`src/rtl/writeback_unit.sv`:
```
// Purpose: final pipeline stage; writes ALU results and extracted load data to the register file and counts retirements.
// Latency: ALU result is written 1 cycle after transfer; load data is written 1 cycle after mem_rvalid.
// Backpressure: ex_ready drops while a load waits for memory; the stage then waits for mem_rvalid with no timeout.
module writeback_unit #(
    parameter int CNT_W = 32
) (
    input  logic             clock,
    input  logic             reset_n,
    input  logic             ex_valid,
    output logic             ex_ready,
    input  logic [4:0]       ex_rd_addr,
    input  logic [31:0]      ex_result,
    input  logic             ex_is_load,
    input  logic [2:0]       ex_funct3,
    input  logic             mem_rvalid,
    input  logic [31:0]      mem_rdata,
    output logic [4:0]       rd_addr,
    output logic [31:0]      w_data,
    output logic             w_en,
    output logic             load_fault,
    output logic [CNT_W-1:0] retired
);

    typedef enum logic {
        IDLE     = 1'b0,
        WAIT_MEM = 1'b1
    } state_t;

    localparam logic [2:0] F3_LB  = 3'b000;
    localparam logic [2:0] F3_LH  = 3'b001;
    localparam logic [2:0] F3_LW  = 3'b010;
    localparam logic [2:0] F3_LBU = 3'b100;
    localparam logic [2:0] F3_LHU = 3'b101;

    localparam logic [CNT_W-1:0] CNT_ONE = {{(CNT_W-1){1'b0}}, 1'b1};

    state_t           state_q,      state_d;
    logic [4:0]       rd_addr_q,    rd_addr_d;
    logic [31:0]      w_data_q,     w_data_d;
    logic             w_en_q,       w_en_d;
    logic             load_fault_q, load_fault_d;
    logic [CNT_W-1:0] retired_q,    retired_d;
    logic [4:0]       ld_rd_q,      ld_rd_d;
    logic [2:0]       ld_funct3_q,  ld_funct3_d;
    logic [1:0]       ld_off_q,     ld_off_d;

    logic             ld_fault;
    logic [7:0]       byte_sel;
    logic [15:0]      half_sel;
    logic [31:0]      load_val;

    // Accept only from IDLE; depends on state alone so there is no path from ex_valid.
    assign ex_ready   = (state_q == IDLE);
    assign rd_addr    = rd_addr_q;
    assign w_data     = w_data_q;
    assign w_en       = w_en_q;
    assign load_fault = load_fault_q;
    assign retired    = retired_q;

    // Classify the presented load: misaligned halfword/word or undefined funct3 is a fault.
    always_comb begin
        ld_fault = 1'b0;
        case (ex_funct3)
            F3_LB, F3_LBU: ld_fault = 1'b0;
            F3_LH, F3_LHU: ld_fault = ex_result[0];
            F3_LW:         ld_fault = (ex_result[1:0] != 2'b00);
            default:       ld_fault = 1'b1;
        endcase
    end

    // Lane select and sign/zero extension using the captured address offset and load type.
    always_comb begin
        byte_sel = 8'h00;
        half_sel = 16'h0000;
        load_val = mem_rdata;
        case (ld_off_q)
            2'd0:    byte_sel = mem_rdata[7:0];
            2'd1:    byte_sel = mem_rdata[15:8];
            2'd2:    byte_sel = mem_rdata[23:16];
            default: byte_sel = mem_rdata[31:24];
        endcase
        half_sel = ld_off_q[1] ? mem_rdata[31:16] : mem_rdata[15:0];
        case (ld_funct3_q)
            F3_LB:   load_val = {{24{byte_sel[7]}}, byte_sel};
            F3_LBU:  load_val = {24'h000000, byte_sel};
            F3_LH:   load_val = {{16{half_sel[15]}}, half_sel};
            F3_LHU:  load_val = {16'h0000, half_sel};
            default: load_val = mem_rdata;
        endcase
    end

    // Next-state and writeback control; w_en and load_fault are single-cycle pulses by default-low.
    always_comb begin
        state_d      = state_q;
        rd_addr_d    = rd_addr_q;
        w_data_d     = w_data_q;
        w_en_d       = 1'b0;
        load_fault_d = 1'b0;
        retired_d    = retired_q;
        ld_rd_d      = ld_rd_q;
        ld_funct3_d  = ld_funct3_q;
        ld_off_d     = ld_off_q;
        case (state_q)
            IDLE: begin
                if (ex_valid) begin
                    if (!ex_is_load) begin
                        rd_addr_d = ex_rd_addr;
                        w_data_d  = ex_result;
                        w_en_d    = (ex_rd_addr != 5'd0);
                        retired_d = retired_q + CNT_ONE;
                    end else if (ld_fault) begin
                        load_fault_d = 1'b1;
                    end else begin
                        ld_rd_d     = ex_rd_addr;
                        ld_funct3_d = ex_funct3;
                        ld_off_d    = ex_result[1:0];
                        state_d     = WAIT_MEM;
                    end
                end
            end
            WAIT_MEM: begin
                if (mem_rvalid) begin
                    rd_addr_d = ld_rd_q;
                    w_data_d  = load_val;
                    w_en_d    = (ld_rd_q != 5'd0);
                    retired_d = retired_q + CNT_ONE;
                    state_d   = IDLE;
                end
            end
            default: state_d = IDLE;
        endcase
    end

    // State and output registers; reset abandons any pending load.
    always_ff @(posedge clock or negedge reset_n) begin
        if (!reset_n) begin
            state_q      <= IDLE;
            rd_addr_q    <= 5'd0;
            w_data_q     <= 32'd0;
            w_en_q       <= 1'b0;
            load_fault_q <= 1'b0;
            retired_q    <= '0;
            ld_rd_q      <= 5'd0;
            ld_funct3_q  <= 3'd0;
            ld_off_q     <= 2'd0;
        end else begin
            state_q      <= state_d;
            rd_addr_q    <= rd_addr_d;
            w_data_q     <= w_data_d;
            w_en_q       <= w_en_d;
            load_fault_q <= load_fault_d;
            retired_q    <= retired_d;
            ld_rd_q      <= ld_rd_d;
            ld_funct3_q  <= ld_funct3_d;
            ld_off_q     <= ld_off_d;
        end
    end

endmodule

```
`config.mk`:
```
export PLATFORM = sky130hd
export DESIGN_NAME = writeback_unit
export DESIGN_NICKNAME = d
export VERILOG_FILES = /design/src/rtl/writeback_unit.sv
export SDC_FILE = /design/constraint.sdc
export NUM_CORES = 1
export LEC_CHECK = 0
export CAP_MARGIN = 10
export CORE_UTILIZATION = 48
export CTS_CLUSTER_DIAMETER = 200
export DETAILED_ROUTE_END_ITERATION = 8
export PLACE_DENSITY = 0.85
export SLEW_MARGIN = 0
export SYNTH_ARGS = -nofsm -noshare
export SYNTH_HDL_FRONTEND = slang
export SYNTH_SLANG_ARGS = --single-unit
```
`constraint.sdc`:
```
create_clock -name clock -period 4.2 [get_ports clock]
set_input_delay 0.63 -clock clock [delete_from_list [all_inputs] [get_ports clock]]
set_output_delay 0.63 -clock clock [all_outputs]
set_load 0.03 [all_outputs]
```
; ---- Word level (Yosys, flattened, before mapping)
; Cells that the tools add are included.
[totals]
latchBits = 0
reg_bits = 82
wordCells = 63
rom_bits = 0
output_inout_bits = 72
in_bits = 77
ramBits = 0
memories = 0
[op_classes]
n_mul = 0
magnitude_cmp = 0
n_addsub = 1
n_eq_ne = 12
n_mux = 29
shifts = 0
n_bitwise = 2
n_reduce_logical = 10
div = 0
[ops]
columns = op, n
row1 = two-way mux 32 bit, 6
row2 = case mux 32 bit (2 select lines), 2
row3 = case mux 32 bit (4 select lines), 1
row4 = adder 32 x 1 -> 32 bit (second input constant), 1
row5 = case mux 8 bit (3 select lines), 1
row6 = two-way mux 16 bit, 1
row7 = two-way mux 5 bit, 3
row8 = == test 3 bit (second input constant), 4
row9 = two-way mux 1 bit, 11
row10 = case mux 5 bit (2 select lines), 1
row11 = nonzero test 5 bit, 2
row12 = == test 3 x 1 -> 1 bit (second input constant), 2
row13 = zero test 3 bit, 2
row14 = != test 2 bit (second input constant), 3
row15 = case mux 1 bit (2 select lines), 2
row16 = AND reduction 4 bit, 1
row17 = OR reduction 2 bit, 2
row18 = == test 3 x 2 -> 1 bit (second input constant), 1
row19 = case mux 1 bit (3 select lines), 1
row20 = AND reduction 3 bit, 1
row21 = == test 2 x 1 -> 1 bit (second input constant), 1
row22 = == test 2 bit (second input constant), 1
row23 = zero test 2 bit, 1
row24 = NOT 1 bit, 2
row25 = nonzero test 2 bit, 1

; ---- Logic depth before layout (Yosys ltp)
[depth]
ltp_word = 7
mapped_depth = 8
ltp_nobuf = 5

; ---- Least setup slack after synthesis
; Ideal clock, no wire load.
[synth_timing]
kind = input -> register
from = input ex_valid
to = register retired_q[22] (netlist: retired[22])
path_slack_ns = 2.116
setup_ns = 0.080
stages = 6
t_arrival_ns = 2.004
required_ns = 4.120
n_path_buf = 1
path_cell_list = nor3b_4 > o211ai_1 > or4_1 > buf_2 > nor4_4 > xor2_1
[synth_via]
elab_chain_len = 2
[synth_lines]
columns = element, line
row1 = start: declaration, 9  ; input logic ex_valid,
row2 = != test 2 bit (no source line), n/a
row3 = AND reduction 3 bit (no source line), n/a
row4 = end signal: assignment, 152  ; retired_q <= retired_d;
row5 = end: declaration, 42  ; logic [CNT_W-1:0] retired_q, retired_d;
; Every way passes these cells.
; A chain may end at the register's enable or synchronous reset.

; ---- Worst setup path in the final report
[layout_timing]
from = register state_q
to = output ex_ready
[layout_via]
elab_chain_len = 1
[layout_lines]
columns = element, line
row1 = start: declaration, 37  ; state_t state_q, state_d;
row2 = start signal: assignment, 147  ; state_q <= state_d;
row3 = NOT 1 bit (no source line), n/a
row4 = end: declaration, 10  ; output logic ex_ready,
; Every way passes these cells.

==> flow_results.org <==
** Routing
- Number of iterations in the first detailed-routing pass :: 6
- Detail-routed via count per cell :: 5.80
- The detail route stage leaves a number of antenna-violating nets equal to 0.
- Detailed-route wire length :: ~12000 um
- The detailed router finished its first iteration with 209 violations.
- The detailed router placed 3926 vias in this run.
- Routed wire per std cell :: ~18 um
- In the routed design, unresolved DRC markers number 0.

** Clock tree
- CTS Buf Count :: 9
- Clock tree sinks :: between 80 and 90
- H-tree levels :: 3
- In this run the deepest clock path goes through 2 buffers.
- CTS tree :: yes
- For this design, the CTS-stage hold fixing added 0 buffers.
- Setup bufs post-CTS :: 0
- In this run the clock root is driven by a sky130_fd_sc_hd__clkbuf_8.
- # resized after CTS :: 0
- Clock latency on the worst-skew pair, taken at its later pin, is 350 ps.
- Post-CTS clock slew at the launch and capture registers of the worst setup and hold paths :: 90 ps

** Global route
- In the global route stage, overall resource usage came out at between 20% and 30%.
- The via count of the first global-routing pass was 3735.
- Met1 usage :: 36.7%
- Total congestion overflow :: 0
- Global routing consumed, on the met3 layer, 4.69% of the routing resources.
- Most utilized layer in the global route result :: met2
- Met2 layer usage reported by global route :: 45.0%
- Initial antenna violation count :: 0
- Entering global routing, the biggest net connects 83 pins.
- The first global-routing pass estimated 18900 um of wire.

** Worst setup path
- Along the worst path, the maximum fanout reaches 15.
- At the worst endpoint, the required time is 3570 ps.
- The setup path with the least slack is of type reg -> out.
- Data on the critical path arrives at its endpoint at about 2200 ps.
- Critical Path End Type :: primary output
- Flop-to-flop setup slack :: 1410 ps
- STA classifies the critical path startpoint as a flip-flop.

** Timing
- Transition time at the pin with the least slew margin :: 1020 ps
- Final number of max-transition violations :: 0
- Setup violations remaining at the end of the flow were counted as 0.
- The worst path uses 66.7% of the clock period.
- The final hold violation count came to 0.
- Based on the critical path, the design can be clocked at up to 0.357 GHz.
- After routing, the total negative slack on setup checks comes to 0 ps.
- Setup repair after global routing left no endpoint under its margin.
- Maximum clock skew at final layout :: approximately 9.5 ps
- On the final layout, the worst hold slack is 453 ps.
- Post-layout minimum cycle time :: 2800 ps
- Tightest slew margin relative to the limit :: 32.0%

** Logic synthesis
- The number of nets in the synthesized netlist is 502.
- Counting every instance in the synthesized netlist gives 424.
- In the synthesized netlist the dominant register cell turns out to be sky130_fd_sc_hd__dfrtp_1.
- Count of flip-flops with a built-in enable after synthesis :: 0
- Mean instance size in the synthesized netlist :: 9.64 um^2
- Synthesized area :: 4090 um^2
- Sequential share of the synthesized area :: 50.2%
- Share of synthesized flip-flops with an asynchronous set or reset :: 100%
- Yosys mapped the design onto 44 distinct sky130hd cell types.
- Number of register bits inferred by synthesis :: between 80 and 90
- The Yosys step of the flow raised 0 warnings.

** Power and ir drop
- Summed over all cells, the static leakage comes to between 2 and 2.5 nW.
- Dividing total power by cell area gives a power density of 455 nW/um^2.
- Peak supply drop :: 0.222 mV

** Floorplan
- Area of the core region :: about 8200 um^2
- The floorplan step set the die height to around 94 um.
- For this configuration, the core starts out at a cell density of roughly half.
- Core Rows :: 33
- The die covers 8890 um^2.
- Pin placement for this block handled 149 I/O pins.
- From left edge to right edge, the die measures between 90 and 100 um.

** Job
- Max-cap violations :: 0

** Placed design
- Global placer's final weighted congestion :: 0.880
- The HPWL after detailed placement is about 8500 um.
- The count of buffers added on input and output ports is 148.

** Cells and area
- Number of diodes :: 0
- The final layout contains 645 nets.
- Of the cells placed in the final design, the portion with a size suffix greater than 1 is a little over 8%.
- From synthesis to final layout, the design area changed by 42.7%.

** Min path
- The tightest min-delay check is of the in -> async type.

** Status
- Outcome :: finished, final reports clean
## power by group
group	internal, mW	switching, mW
clock network	0.223	0.314
registers	0.938	0.166
logic	0.450	0.561
## through the flow
step	cell area (um^2)	std cells	util, %	worst slack [ps]	total power, mW
3_3_place_gp	5650	660	68.7	1380	2.10
2_1_floorplan	4090	424	-	2120	1.65
4_1_cts	5830	676	70.9	1400	2.65
5_1_grt	5830	677	71.0	1210	2.78
6_report	5830	677	71.0	1400	2.65
3_5_place_dp	5650	660	68.7	1340	2.12
## metal layers
metal | vias to the layer above | routed length (um)
li1 | 1799 | -
met1 | 1885 | 4900
met2 | 213 | 5810
met3 | 29 | 896
met4 | 0 | 333
met5 | - | 0
## logic make-up after synthesis
family | after synthesis | share of synthesized area, %
XOR/XNOR | 31 | 6.64
adder cells (fa/ha/maj) | 1 | 0.306
flip-flops | 82 | 50.2
AND/OR/NAND/NOR | 150 | 17.9
buffers and inverters | 25 | 2.57
AO/OA/AOI/OAI | 107 | 15.0
multiplexers | 28 | 7.41
## placed cells by master (no fill, tap or decap), types with 2 or more instances in the layout
cell type and instances:
sky130_fd_sc_hd__nand4_1 11, sky130_fd_sc_hd__o22a_1 2, sky130_fd_sc_hd__a21oi_1 24, sky130_fd_sc_hd__clkbuf_8 9
sky130_fd_sc_hd__o21ai_0 55, sky130_fd_sc_hd__xnor2_1 23, sky130_fd_sc_hd__a31oi_1 8, sky130_fd_sc_hd__and3_1 5
sky130_fd_sc_hd__nor2_1 27, sky130_fd_sc_hd__and4_1 2, sky130_fd_sc_hd__inv_6 3, sky130_fd_sc_hd__clkinv_4 2
sky130_fd_sc_hd__buf_4 6, sky130_fd_sc_hd__nor3_1 5, sky130_fd_sc_hd__clkinvlp_4 2, sky130_fd_sc_hd__mux2i_1 10
sky130_fd_sc_hd__a32oi_1 6, sky130_fd_sc_hd__or4_1 3, sky130_fd_sc_hd__nand2_1 71, sky130_fd_sc_hd__inv_1 3
sky130_fd_sc_hd__nor4_1 2, sky130_fd_sc_hd__dfrtp_1 82, sky130_fd_sc_hd__nor2b_1 2, sky130_fd_sc_hd__xor2_1 8
sky130_fd_sc_hd__and2_1 2, sky130_fd_sc_hd__a22o_1 5, sky130_fd_sc_hd__mux2_2 18, sky130_fd_sc_hd__clkdlybuf4s50_1 147
sky130_fd_sc_hd__nand3_1 10
## layout make-up
cell class              count  area [um^2]
flip-flops and latches     82         2050
clock inverters             7         58.8
inverters                   3         11.3
clock buffers               9          124
multi-input cells         317         1930
well taps                 105          131
fillers                   621         2380
repair buffers            154         1520
## state kept, by name, summed over array words and instances, names as in the netlist
name	cells
rd_addr	5
load_fault	1
ld_off_q	2
ld_rd_q	5
w_data	32
retired	32
w_en	1
state_q	1
ld_funct3_q	3
## synth_stat cells (6+ instances only)
cell,number,area share [%]
sky130_fd_sc_hd__o21ai_0,55,6.7
sky130_fd_sc_hd__a32oi_1,6,1.3
sky130_fd_sc_hd__nand4_1,11,1.7
sky130_fd_sc_hd__xnor2_1,23,4.9
sky130_fd_sc_hd__nand3_1,10,1.2
sky130_fd_sc_hd__a21oi_1,24,2.9
sky130_fd_sc_hd__clkbuf_1,17,1.6
sky130_fd_sc_hd__mux2i_1,10,2.4
sky130_fd_sc_hd__xor2_1,8,1.7
sky130_fd_sc_hd__dfrtp_1,82,50
sky130_fd_sc_hd__a31oi_1,8,1.2
sky130_fd_sc_hd__nand2_1,71,6.5
sky130_fd_sc_hd__nor2_1,28,2.6
sky130_fd_sc_hd__mux2_2,18,5.0
## final timing paths
check                      depth (start not counted)          end       start
hold / removal                                     1   w_data[28]     reset_n
hold reg to reg                                    2   rd_addr[2]  rd_addr[2]
setup reg to reg                                   6  retired[22]     state_q
setup / recovery                                   2     ex_ready     state_q
min in group clock                                 2   rd_addr[2]  rd_addr[2]
max in group asynchronous                          1    w_data[0]     reset_n
## worst max-delay path: stages (launching register included)
cell and delay, ps:
sky130_fd_sc_hd__dfrtp_1 600, sky130_fd_sc_hd__inv_1 450, sky130_fd_sc_hd__clkdlybuf4s50_1 760
No activity file was read; power rests on OpenSTA's default activity.
==> patch 1: new RTL, same settings <==
Set the parameter `CNT_W` to 36 (it was 32).
--- a/src/rtl/writeback_unit.sv
+++ b/src/rtl/writeback_unit.sv
@@ -3,5 +3,5 @@
 // Backpressure: ex_ready drops while a load waits for memory; the stage then waits for mem_rvalid with no timeout.
 module writeback_unit #(
-    parameter int CNT_W = 32
+    parameter int CNT_W = 36
 ) (
     input  logic             clock,
Interface: changed (resized retired); port bits go from 149 to 153. No check against the original RTL was run, so the function may have changed too.
==> patch 1 against the unedited design <==
Wire length up 9.1%; synthesized area up 6.4%; clock skew down 0.0031 ns; sequential cell count up 4; setup slack worse by 0.42 ns; power up 3.4%; critical path depth unchanged; cell area up 4.9%; critical path type unchanged; largest cell class unchanged.
==> patch 1: results (changes against the unedited design) <==
----------------------------------------------------
[Run status]
  Run status ... completed (unchanged)

[Pwr]
  Power Combinational ... 1.08 mW (was 1.01 mW)
  Max IR drop VDD ... 0.2751 mV (was 0.2223 mV)
  LEAKAGE ... 2.546 nW (was 2.410 nW)

[Worst setup path]
  Crit path max-delay cell type ... sky130_fd_sc_hd__dfrtp_1 (was sky130_fd_sc_hd__clkdlybuf4s50_1)
  Arrival time reported for the critical path endpoint ... 2.59 ns (was 2.17 ns)
  Cell count of the worst reg-to-reg path ... 3 (was 6)

[Logic synthesis]
  Fraction of synthesized cell area in xor and xnor cells ... 7.046% (was 6.640%)
  Post-Syn Nets ... 528 (was 502)
  Adder-cell area share of the yosys netlist ... 0.2876% (was 0.3060%)
  Post-synthesis sequential area ratio ... 49.47% (was 50.18%)
  Number of distinct library cell variants in the gate-level netlist after synthesis ... 46 (was 44)

[Global routing]
  Wire length of the first global-routing pass ... 20.82 mm (was 18.86 mm)
  Global-route track usage on met3 ... 7.338% (was 4.693%)
  Met1 GRT Util ... 34.12% (was 36.66%)
  Global Route Usage Sum ... 27.94% (was 27.89%)

[STA]
  Achievable Freq ... 0.3109 GHz (was 0.3572 GHz)
  Clock Skews ... 0.006383 ns (was 0.009492 ns)

[Routing]
  Number of vias after detailed routing ... 4,143 (was 3,926)
  Initial detailed-routing violation count ... 225 (was 209)
  Routed metal-1 wirelength ... 5.195 mm (was 4.904 mm)
  Routed WL ... 13.03 mm (was 11.94 mm)
  Final routed wire length divided by cell count ... 18.40 µm (was 17.64 µm)

[Place]
  Total placed cells including tap cells ... 692 (was 660)
  HPWL after detailed placement ... 9.530 mm (was 8.532 mm)

----------------------------------------------------
## patch 1: changes by cell type in the layout (fill, tap and decap cells not counted), sizes merged, moves of 6 or more
cell,unedited run,this run
or3,0,8
o22ai,1,12
a21oi,24,37
mux2,18,7
nand3,10,19
a32oi,6,0
o31ai,0,8
mux2i,10,20
xor2,8,14
nor3,5,12
o21ai,55,25
o221ai,0,10
## patch 1: area by class of cell
cell class,instances,area (µm²),area share [%]
Multi-Input combinational cell,331,2066,33.76
Clock inverter,4,22.52,0.3681
Sequential cell,86,2152,35.17
Timing Repair Buffer,158,1564,25.56
Clock buffer,12,145.1,2.372
Inverter,9,33.78,0.5521
Tap cell,108,135.1,2.209
## patch 1: worst min-delay path by stage
stage,start,slack [ns],cells past startpoint,endpoint
global route,retired[35],0.51,1,retired[35]
floorplan,reset_n,0.33,0,ld_funct3_q[0]
CTS,retired[35],0.49,1,retired[35]
detailed placement,retired[35],0.48,1,retired[35]
global placement,retired[35],0.45,1,retired[35]
finish,reset_n,0.46,1,retired[10]
==> patch 2: new RTL, same settings <==
Without the edit above. `rd_addr_q` no longer has a reset.
--- a/src/rtl/writeback_unit.sv
+++ b/src/rtl/writeback_unit.sv
@@ -136,5 +136,4 @@
         if (!reset_n) begin
             state_q      <= IDLE;
-            rd_addr_q    <= 5'd0;
             w_data_q     <= 32'd0;
             w_en_q       <= 1'b0;
@@ -146,5 +145,4 @@
         end else begin
             state_q      <= state_d;
-            rd_addr_q    <= rd_addr_d;
             w_data_q     <= w_data_d;
             w_en_q       <= w_en_d;
@@ -157,4 +155,8 @@
     end
 
+    always_ff @(posedge clock) begin
+        rd_addr_q <= rd_addr_d;
+    end
+
 endmodule
 
Check against the original RTL: not equivalent (Yosys sat finds a counterexample within 4 cycles, from zero or initial values and one cycle with reset_n low).
==> patch 2 against the unedited design <==
Power shrank 0.43%; cell area up 0.32%; register-to-register slack worse by 0.14 ns; wire length down 1.1%; clock skew grew 0.0016 ns; synthesized area is 0.64% higher; setup slack got worse by 0.23 ns; via count down 4.1%; final cell count decreased by 2.2%; combinational power decreased by 11%; count of clock-buffer cells in the layout rose by 1; die area increased by 0.63%; sequential cell count is the same.
==> patch 2: results (changes against the unedited design) <==
----------------------------------------------------
[Routing]
  DR pass1 iterations ... 5 (was 6)
  Routed metal-1 wirelength ... 5.115 mm (was 4.904 mm)
  Initial detailed-routing violation count ... 181 (was 209)
  Vias per cell ... 5.687 (was 5.799)
  Routed WL ... 11.82 mm (was 11.94 mm)
  Detailed-routed wire length on met2 ... 5.755 mm (was 5.807 mm)

[Run status]
  Run status ... completed (unchanged)

[Place]
  HPWL after detailed placement ... 8.533 mm (was 8.532 mm)
  GP Congestion ... 0.8684 (was 0.8798)
  Placed cell area ... 5643 µm² (was 5645 µm²)

[Global routing]
  Global Route Usage Sum ... 27.32% (was 27.89%)
  Pin count of the biggest net entering global routing ... 78 (was 83)

[Logic synthesis]
  Number of enable-type register cells in the synthesized netlist ... 5 (was 0)
  Post-Syn Nets ... 491 (was 502)
  Post-synthesis sequential area ratio ... 50.47% (was 50.18%)
  List of most frequent post-synthesis cells ... sky130_fd_sc_hd__dfrtp_1 (77), sky130_fd_sc_hd__nand2_1 (44), sky130_fd_sc_hd__o21ai_0 (28), sky130_fd_sc_hd__a21oi_1 (25), sky130_fd_sc_hd__xnor2_1 (25) (was sky130_fd_sc_hd__dfrtp_1 (82), sky130_fd_sc_hd__nand2_1 (71), sky130_fd_sc_hd__o21ai_0 (55), sky130_fd_sc_hd__nor2_1 (28), sky130_fd_sc_hd__a21oi_1 (24))
  Main area contributors after synthesis ... sky130_fd_sc_hd__dfrtp_1 (47%), sky130_fd_sc_hd__xnor2_1 (5.3%), sky130_fd_sc_hd__mux2_2 (4.4%), sky130_fd_sc_hd__nand2_1 (4.0%), sky130_fd_sc_hd__edfxtp_1 (3.6%) (was sky130_fd_sc_hd__dfrtp_1 (50%), sky130_fd_sc_hd__o21ai_0 (6.7%), sky130_fd_sc_hd__nand2_1 (6.5%), sky130_fd_sc_hd__mux2_2 (5.0%), sky130_fd_sc_hd__xnor2_1 (4.9%))
  Fraction of registers with async set/reset ... 93.90% (was 100.0%)

[STA]
  Transition time at the pin with the least slew margin ... 1.241 ns (was 1.021 ns)
  Worst hold margin ... 0.4263 ns (was 0.4529 ns)

[Worst setup path]
  Arrival time reported for the critical path endpoint ... 2.40 ns (was 2.17 ns)
  Maximum fanout encountered on the critical timing path ... 25 (was 15)
  Longest individual stage delay on the worst path ... 0.95 ns (was 0.76 ns)

[Final layout]
  Fraction of final layout cells with drive strength greater than 1 ... 8.079% (was 8.217%)

[Pwr]
  Max IR drop VDD ... 0.2241 mV (was 0.2223 mV)

----------------------------------------------------
patch 2: worst max path at each step:
stage | from | end | slack [ns] | cells after the start
floorplan | mem_rdata[31] | w_data[20] | 2.24 | 6
global placement | mem_rvalid | w_data[19] | 1.16 | 7
detailed placement | mem_rvalid | w_data[22] | 1.01 | 7
CTS | state_q | ex_ready | 1.18 | 2
global route | state_q | w_data[17] | 1.02 | 6
finish | state_q | ex_ready | 1.17 | 2
patch 2: per-layer routing:
layer / vias to the layer above / GRT usage, %
met2: 180 / 45.77
met3: 20 / 5.797
met5: - / 0
met4: 0 / 8.712
li1: 1759 / -
met1: 1806 / 35.37
patch 2: layout make-up:
| class | count | area share [%] |
|---|---|---|
| clock inverter | 6 | 1.390 |
| timing repair buffer | 150 | 25.53 |
| multi-input combinational | 297 | 32.39 |
| clock buffer | 10 | 2.181 |
| sequential | 82 | 35.49 |
| tap | 105 | 2.245 |
| inverter | 12 | 0.7697 |
patch 2: where the power goes:
group	switching (mW)	internal, mW	total, mW	leakage (nW)
clock	0.293	0.331	0.625	0.105
sequential	0.180	0.934	1.11	1.01
combinational	0.495	0.407	0.902	1.27
patch 2: through the flow:
step           utilization, %  instances
6_report                70.86        662
5_1_grt                 70.86        662
4_1_cts                 70.86        662
3_5_place_dp            68.33        646
3_3_place_gp            68.33        646
2_1_floorplan               -        413
patch 2: cell families after synthesis:
logic type	count (synthesis)	synth area share, %
AND/OR/NAND/NOR	148	18.21
adder cells (fa/ha/maj)	1	0.3040
buffers and inverters	34	3.466
flip-flops	82	50.47
XOR/XNOR	31	6.598
multiplexers	22	5.868
AO/OA/AOI/OAI	95	15.08
